File: config.mk
export PLATFORM = sky130hd
export DESIGN_NAME = mem_arbiter
export DESIGN_NICKNAME = d
export VERILOG_FILES = /design/src/rtl/mem_arbiter.sv
export SDC_FILE = /design/constraint.sdc
export NUM_CORES = 1
export LEC_CHECK = 0
export CORE_AREA = 2 2 118 120
export CTS_CLUSTER_DIAMETER = 80
export CTS_CLUSTER_SIZE = 30
export DETAILED_ROUTE_END_ITERATION = 10
export DIE_AREA = 0 0 120 122
export GPL_TIMING_DRIVEN = 0
export PLACE_DENSITY = 0.77
export SYNTH_ARGS = -nofsm -noshare
export SYNTH_HDL_FRONTEND = slang
export SYNTH_SLANG_ARGS = --single-unit
File: constraint.sdc
create_clock -name clk -period 3.9 [get_ports clk]
set_input_delay 0.585 -clock clk [delete_from_list [all_inputs] [get_ports clk]]
set_output_delay 0.585 -clock clk [all_outputs]
set_load 0.02 [all_outputs]
File: src/rtl/mem_arbiter.sv
// Purpose: shares one single-port RAM between two requesters (m0, m1), round-robin or m0-first on ties.
// Latency: request sampled at edge E, RAM accessed in the cycle after E, ready pulses the cycle after that.
// Backpressure: requests are level-held until ready; at most one transaction per 3 cycles, nothing queued.
module mem_arbiter #(
  parameter int XLEN       = 32,
  parameter bit FIXED_PRIO = 1'b0
) (
  input  logic            clk,
  input  logic            resetn,
  input  logic            m0_req,
  input  logic [XLEN-1:0] m0_addr,
  input  logic [XLEN-1:0] m0_wdata,
  input  logic [3:0]      m0_wmask,
  output logic            m0_ready,
  output logic [XLEN-1:0] m0_rdata,
  input  logic            m1_req,
  input  logic [XLEN-1:0] m1_addr,
  input  logic [XLEN-1:0] m1_wdata,
  input  logic [3:0]      m1_wmask,
  output logic            m1_ready,
  output logic [XLEN-1:0] m1_rdata,
  output logic [XLEN-1:0] mem_addr,
  output logic            mem_rstrb,
  output logic [XLEN-1:0] mem_wdata,
  output logic [3:0]      mem_wmask,
  input  logic [XLEN-1:0] mem_rdata
);

  localparam logic [1:0] ST_IDLE  = 2'd0;
  localparam logic [1:0] ST_ISSUE = 2'd1;
  localparam logic [1:0] ST_RESP  = 2'd2;

  logic [1:0]      state_q;
  logic            g_q;        // granted requester of the transaction in flight (0 = m0, 1 = m1)
  logic            last_g_q;   // requester served most recently; resets to m1 so m0 wins the first tie
  logic            g_next;
  logic [XLEN-1:0] addr_q;
  logic [XLEN-1:0] wdata_q;
  logic [3:0]      wmask_q;

  // Pick the requester to serve if a transaction starts this cycle
  always_comb begin
    g_next = 1'b0;
    if (m0_req && m1_req) begin
      g_next = FIXED_PRIO ? 1'b0 : ~last_g_q;
    end else begin
      g_next = m1_req;
    end
  end

  // Sequence IDLE -> ISSUE -> RESP and capture the granted request in IDLE only
  always_ff @(posedge clk or negedge resetn) begin
    if (!resetn) begin
      state_q  <= ST_IDLE;
      g_q      <= 1'b0;
      last_g_q <= 1'b1;
      addr_q   <= '0;
      wdata_q  <= '0;
      wmask_q  <= '0;
    end else begin
      case (state_q)
        ST_IDLE: begin
          if (m0_req || m1_req) begin
            g_q     <= g_next;
            addr_q  <= g_next ? m1_addr  : m0_addr;
            wdata_q <= g_next ? m1_wdata : m0_wdata;
            wmask_q <= g_next ? m1_wmask : m0_wmask;
            state_q <= ST_ISSUE;
          end
        end
        ST_ISSUE: begin
          state_q <= ST_RESP;
        end
        ST_RESP: begin
          last_g_q <= g_q;
          state_q  <= ST_IDLE;
        end
        default: begin
          state_q <= ST_IDLE;
        end
      endcase
    end
  end

  // RAM port: address/data always show the latched request, strobes only during ISSUE
  assign mem_addr  = addr_q;
  assign mem_wdata = wdata_q;
  assign mem_wmask = (state_q == ST_ISSUE) ? wmask_q : 4'b0000;
  assign mem_rstrb = (state_q == ST_ISSUE) && (wmask_q == 4'b0000);

  // Completion pulse to the granted requester; read data is a straight pass of the RAM output
  assign m0_ready = (state_q == ST_RESP) && !g_q;
  assign m1_ready = (state_q == ST_RESP) &&  g_q;
  assign m0_rdata = mem_rdata;
  assign m1_rdata = mem_rdata;

endmodule

Word level (Yosys, flattened, before mapping)
Index checks and enable logic that the tools add are counted.
{ "op_classes": {"n_eq_ne": 3, "n_mux": 7, "bitwise": 1, "n_reduce_logical": 9} }
{ "op_table": {"columns": ["cell", "n"], "rows": [
  ["$mux W32", 2],
  ["$mux W4", 2],
  ["$logic_and A1 B1 Y1", 4],
  ["$logic_not A4 Y1", 1],
  ["$pmux W2 S2", 1],
  ["$eq A2 B1 Y1 const B", 1],
  ["$eq A2 B2 Y1 const B", 1],
  ["$logic_not A2 Y1", 1],
  ["$mux W2", 1],
  ["$ne A2 B2 Y1 const B", 1],
  ["$reduce_and A2 Y1", 1],
  ["$logic_not A1 Y1", 1],
  ["$logic_or A1 B1 Y1", 1],
  ["$mux W1", 1],
  ["$not A1 Y1", 1]
]} }
{ "totals": {"ff_bits": 72, "in_bits": 172, "output_inout_bits": 135, "word_cells": 26} }

Logic depth before layout (Yosys ltp)
Gate-level depths: netlist (run 1).
{ "logic_depth": {"word_depth": 3, "depth_mapped": 6, "ltp_nobuf": 3} }

Worst setup path after synthesis (run 1)
OpenSTA, ideal clock, no wires.
{ "synth_path": {"kind": "input to register", "startpoint": "input m1_req", "endpoint": "register addr_q[10], in the netlist mem_addr[10]", "setup_ns": 0.125, "t_arrival_ns": 1.693, "required_time_ns": 3.775, "setup_slack_ns": 2.082, "path_stages": 6, "path_buffers": 3, "path_cell_list": "a21bo_1 > buf_6 > buf_6 > buf_6 > mux2_4 > mux2_4"} }
{ "synth_via": {"elab_chain_cells": 3, "word_cells_on_any_way": 5, "cone_classes": "2 x mux; 3 x reduce/logical"} }
{ "synth_lines": {"columns": ["item", "line", "source"], "rows": [
  ["start: declaration", "16", "input logic m1_req,"],
  ["$logic_and A1 B1 Y1", "44", "if (m0_req && m1_req) begin"],
  ["$mux W1", "44", null],
  ["$mux W32", "65", "addr_q <= g_next ? m1_addr : m0_addr;"],
  ["end signal: assignment", "65", null],
  ["end: declaration", "37", "logic [XLEN-1:0] addr_q;"]
]} }
Parallel ways exist; a longest one is shown, timed or not.
A chain may end at the register's enable or synchronous reset.

Final worst setup path (run 1)
{ "layout_path": {"startpoint": "register state_q[0]", "endpoint": "output mem_rstrb"} }
{ "layout_via": {"elab_chain_cells": 2} }
{ "layout_lines": {"columns": ["item", "line", "source"], "rows": [
  ["start: declaration", "33", "logic [1:0] state_q;"],
  ["start signal: assignment", "54", "state_q <= ST_IDLE;"],
  ["start signal: assignment", "68", "state_q <= ST_ISSUE;"],
  ["start signal: assignment", "72", "state_q <= ST_RESP;"],
  ["$eq A2 B1 Y1", "89", "assign mem_rstrb = (state_q == ST_ISSUE) && (wmask_q == 4'b0000);"],
  ["$logic_and A1 B1 Y1", "89", null],
  ["end: declaration", "23", "output logic mem_rstrb,"]
]} }
No other way between the ends.

==> metrics.txt, run 1 <==
status=finished, final reports clean; Die Y=122 um; Die ar.=roughly 15000 um^2; worst-margin pin slew=0.5648 ns; synth cell count leaders=118 x mux2_2, 71 x dfrtp_1, 64 x buf_4; fmax=394.5 MHz; Hold Buf Count CTS=0; Layout Utilization=54.33%; vias in the first global route=3606; leading area contributor after synthesis=dfrtp_1; share of cells above drive strength 1=39.23%; CTS tree=done; Clock power frac=16.4%; syn_nets=476; GRT Total Usage=16.53%; Reg clk slew, reported paths=0.06 ns; sw frac=35.02%; crit path DAT=1.95 ns; Worst setup EP type=output port; Worst VDD drop=382.8 uV; NetSw=0.001630 W; Setup Fix Bufs, Post-CTS=0; Initial Util=30.20%; CP required=3.31 ns; HP Class=input port to async pin; CTS root buffer=clkbuf_16; CTS sink count=72; WL final=around 12000 um; # IOs=307; CTS buffer count=9; critical setup path kind=flop to output port; DP HPWL=10220 um; Avg Cell Area, Syn=13.41 um^2; final setup vio count=0; Distinct cells, synth=18; # rows=43; Via Count=3365; drt wl/cell=16.02 um; Lkg Pwr=3.085 nW; Yosys top cell area share=43.57%; total global routing overflow=0; RePlAce Congestion=slightly above 0.7; Final min period=2.535 ns; initial antenna violation count=0; final worst-path cycle share=65.00%; synth warn=0; number of buffers added on ports=274; unrepaired setup endpoints after global routing=no; part of the power in registers=28.9%; CP Launch Type=flop; Final Max Slew Viols=0; Fin. Hold Viols=0; Core Area=13500 um^2; pin count of the biggest net entering global routing=38; Layout Skew=0.004951 ns; Synth Instances=304; Setup TNS Final=0 ns; number of synthesized flops with an enable pin=0; clock buffer depth=2; Final Cell Area=7337 um^2; post-CTS sizing=0; hold slack=0.2220 ns; Chip Width=120 um; Max Cap Viol=0; Rel. slew slack=62.14%; initial drt markers=52; Layout area overhead=79.93%; post-synthesis cell area=between 4000 and 5000 um^2; Routed Antenna Nets=0; Power Total=0.004656 W; top-count cell post-synth=mux2_2; nets@finish=762; Via-to-Cell Ratio=4.348; worst-case reg-to-reg path depth=6; post-synthesis sequential area ratio=44.22%; filler cell count=1156; FF+latch area=1803 um^2; Synth area leaders=dfrtp_1 44%, mux2_2 33%, buf_4 12%, mux2_4 6.6%, buf_2 1.5%; async set-reset flop share out of synthesis=100.0%; Max FO, Critical Path=6; ANT cells=0; global-route wire length before repair=18820 um; later-pin clock latency in the skew report=0.32 ns; area of the multi-input gates=1697 um^2; Gate power share=54.8%; synthesized flop and latch total=72; CTS H-tree depth=3; Pwr Density=634.6 nW/um^2; placed cell areas=7063 um^2; internal power=0.003026 W; top_reg_cell synth=dfrtp_1; DRT Pass-1 Iters=3; # DRC=0
## critical path, stage by stage, from the launching register on
cell	delay [ns]
dfrtp_1	0.40
nor2b_1	0.32
nand2_1	0.10
nor3_1	0.14
clkdlybuf4s50_1	0.66
## power groups by stage
stage / clock, W / sequential, W / combinational [W]
final: 0.000761 / 0.00135 / 0.00255
after global routing: 0.000822 / 0.00140 / 0.00269
after CTS: 0.000782 / 0.00135 / 0.00259
after detailed placement: 0 / 0.00136 / 0.00258
after global placement: 0 / 0.00134 / 0.00254
after floorplan: 0 / 0.00176 / 0.000974
## layout by cell type, fill, tap and decap left out
cell type / instances
nand2_1: 1
clkdlybuf4s50_1: 273
buf_12: 1
and2_1: 4
buf_4: 65
clkbuf_1: 1
buf_2: 12
nor3_2: 1
a21bo_1: 1
clkinv_2: 2
mux2_4: 18
clkbuf_8: 2
dfrtp_1: 71
nand2b_1: 1
nor2b_1: 1
dfstp_2: 1
inv_1: 1
a21o_1: 1
nor2_1: 4
buf_6: 3
mux2_2: 118
nor3_1: 1
clkinvlp_4: 1
o32ai_1: 1
clkbuf_16: 9
## final cells by class
cell class / count / share of cell area (%)
clock inverters: 3 / 0.2387
clock buffers: 12 / 3.496
plain buffers: 79 / 7.827
inverters: 1 / 0.05116
well taps: 180 / 3.070
multi-input cells: 152 / 23.12
flip-flops and latches: 72 / 24.57
repair buffers: 275 / 37.62
## path summary, 6_finish.rpt
path                                     startpoint                  endpoint  slack [ns]
setup reg to reg               last_g_q$_DFFE_PN1N_   mem_addr[8]$_DFFE_PN0P_        2.07
setup / recovery             state_q[0]$_DFFE_PN0P_                 mem_rstrb        1.37
hold / removal                               resetn  mem_addr[14]$_DFFE_PN0P_        0.22
hold reg to reg            mem_addr[30]$_DFFE_PN0P_  mem_addr[30]$_DFFE_PN0P_        0.51
max in group asynchronous                    resetn      last_g_q$_DFFE_PN1N_        3.04
min in group clk           mem_addr[30]$_DFFE_PN0P_  mem_addr[30]$_DFFE_PN0P_        0.51
## cell families (layout without fill, tap and decap cells)
kind of cell           Yosys count  count (layout)  synth area share [%]
AND/OR/NAND/NOR                 13              13                 1.749
flip-flops                      72              72                 44.22
AO/OA/AOI/OAI                    3               3                0.6445
buffers and inverters           80             370                 14.18
multiplexers                   136             136                 39.21
## layer usage
layer / part of all wire (%) / global-route usage [%] / vias up
met3: 8.8 / 4.775 / 13
met4: 1.4 / 5.368 / 0
met1: 36 / 17.69 / 1621
met5: 0 / 0 / -
met2: 54 / 31.11 / 174
li1: - / - / 1557
## registers in the layout (all words and copies together) (netlist names)
name / flops
g_q: 1
mem_addr: 32
last_g_q: 1
wmask_q: 4
mem_wdata: 32
state_q: 2
## metrics by stage
stage	worst slack [ns]	instances
finish	1.365	774
global route	1.303	774
CTS	1.369	774
detailed placement	1.397	759
global placement	-0.2659	758
floorplan	2.082	304
(Power assumes the default switching activity.)
==> run 2: changes to the inputs <==
- CORE_AREA: 2 2 118 120 -> 2 2 120 122
- DIE_AREA: 0 0 120 122 -> 0 0 122 124
- PLACE_DENSITY: 0.77 -> 0.75
- clock period: 3.9 -> 2.36 ns (I/O delays scaled with it)
==> run 2 against run 1 <==
  * Sequential cell count is the same
  * Power increased by 66%
  * Clock skew decreased by 0.00062 ns
  * Sequential share of layout area fell by 0.067 points
  * Design area is 0.27% higher
  * Setup slack got worse by 1.2 ns
  * First-iteration DRC count increased by 5.8%
  * Global-route usage fell by 0.86 points
  * Clock power up 68%
  * Critical endpoint unchanged
==> metrics.txt, run 2 (synthesis gave the netlist of run 1 again) <==
status=finished, final reports clean; R2R setup slack=0.51 ns; CTS tree=done; delay-heaviest family, CP=buffers and inverters; CP required=2.01 ns; total global routing overflow=0; slowest library cell on the worst path=clkdlybuf4s50_1; CTS root buffer=clkbuf_16; Via Count=~3.4k; WP buf/inv=1; HP Class=flop to flop; clock buffer depth=2; internal power=slightly above 0.005 W; GRT Total Usage=15.66%; Lkg Pwr=around 3.1 nW; pin count of the biggest net entering global routing=41; # IOs=307; Max Cap Viol=0; Layout Utilization=53.63%; # rows=43; hold slack=0.5031 ns; Rel. slew slack=58.74%; Reg clk slew, reported paths=around 0.06 ns; CP Launch Type=flop; Clock power frac=between 15 and 20%; DRT Pass-1 Iters=3; Chip Width=122 um; initial antenna violation count=0; nets@finish=763; DP HPWL=~10000 um; worst-margin pin slew=0.6155 ns; final worst-path cycle share=93.16%; commonest non-fill, non-tap cells in the layout=273 x clkdlybuf4s50_1, 118 x mux2_2, 71 x dfrtp_1, 65 x buf_4, 18 x mux2_4; most common cell after layout, fill and taps aside=clkdlybuf4s50_1; Die Y=124 um; CTS H-tree depth=3; critical setup path kind=flop to output port; crit path cell chain=nor2b_2 > nand2_1 > nor3_1 > clkdlybuf4s50_1; WL final=12290 um; unrepaired setup endpoints after global routing=no; Worst VDD drop=535.8 uV; share of cells above drive strength 1=38.93%; ANT cells=0; Final min period=2.199 ns; CTS buffer count=9; Setup Fix Bufs, Post-CTS=0; fmax=approximately 450 MHz; biggest cell delay along the critical path=roughly 0.66 ns; crit path DAT=1.84 ns; final cell count without fillers=approximately 780; RePlAce Congestion=0.7329; sw frac=approximately a third; vias in the first global route=between 3k and 4k; placed cells=759; Layout Skew=0.004328 ns; part of the power in registers=around 29%; Hold Path Stages=1; Via-to-Cell Ratio=4.323; Pwr Density=about 1000 nW/um^2; Setup TNS Final=0 ns; later-pin clock latency in the skew report=0.32 ns; NetSw=0.002663 W; drt wl/cell=15.83 um; final setup vio count=0; Max FO, Critical Path=6; Routed Antenna Nets=0; worst-case reg-to-reg path depth=3; Die ar.=between 15000 and 20000 um^2; initial drt markers=55; Core Area=13720 um^2; # DRC=0; Layout area overhead=80.42%; Crit path depth=4; CTS sink count=72; global-route wire length before repair=18060 um; Fin. Hold Viols=0; number of buffers added on ports=274; Worst setup EP type=output port; Final Max Slew Viols=0; Initial Util=29.72%; Power Total=between 0.007 and 0.008 W; Gate power share=a little over half
[run 2: layer usage]
| metal | track usage [%] | wire length [um] |
|---|---|---|
| met1 | 16.26 | 4303 |
| met3 | 6.319 | 1439 |
| met2 | 28.53 | 6336 |
| met5 | 0 | 0 |
| met4 | 5.603 | 207 |
[run 2: path summary, 6_finish.rpt]
check	start	endpoint
max reg2reg	state_q[1]$_DFFE_PN0P_	mem_addr[5]$_DFFE_PN0P_
min in group asynchronous	resetn	wmask_q[2]$_DFFE_PN0P_
min reg2reg	mem_wdata[11]$_DFFE_PN0P_	mem_wdata[11]$_DFFE_PN0P_
min	mem_wdata[11]$_DFFE_PN0P_	mem_wdata[11]$_DFFE_PN0P_
max in group asynchronous	resetn	mem_addr[2]$_DFFE_PN0P_
max	state_q[0]$_DFFE_PN0P_	mem_rstrb
[run 2: cell type report]
class,count,area [um^2]
well taps,180,225.2
fillers,1202,6362
multi-input cells,152,1699
repair buffers,276,2770
clock buffers,16,281.5
flip-flops and latches,72,1803
plain buffers,79,574.3
inverters,1,3.754
[run 2: metrics by stage]
| step | instance area [um^2] | setup slack [ns] |
|---|---|---|
| floorplan | 4078 | 0.6929 |
| global placement | 7046 | -1.556 |
| detailed placement | 7063 | 0.009144 |
| CTS | 7355 | 0.01589 |
| global route | 7357 | 0.01089 |
| finish | 7357 | 0.1614 |
[run 2: power by group through the flow]
stage	logic (W)	clock network, W	registers, W
finish	0.00420	0.00128	0.00222
global route	0.00445	0.00138	0.00232
CTS	0.00428	0.00132	0.00223
detailed placement	0.00426	0	0.00224
global placement	0.00422	0	0.00221
floorplan	0.00161	0	0.00291
[run 2: timing repair]
| action | in CTS | in global routing |
|---|---|---|
| endpoints found under the hold margin | 31 | 0 |
| hold buffers | 1 | 0 |
| endpoints found under the setup margin | 0 | 1 |
| resized for setup | 0 | 1 |
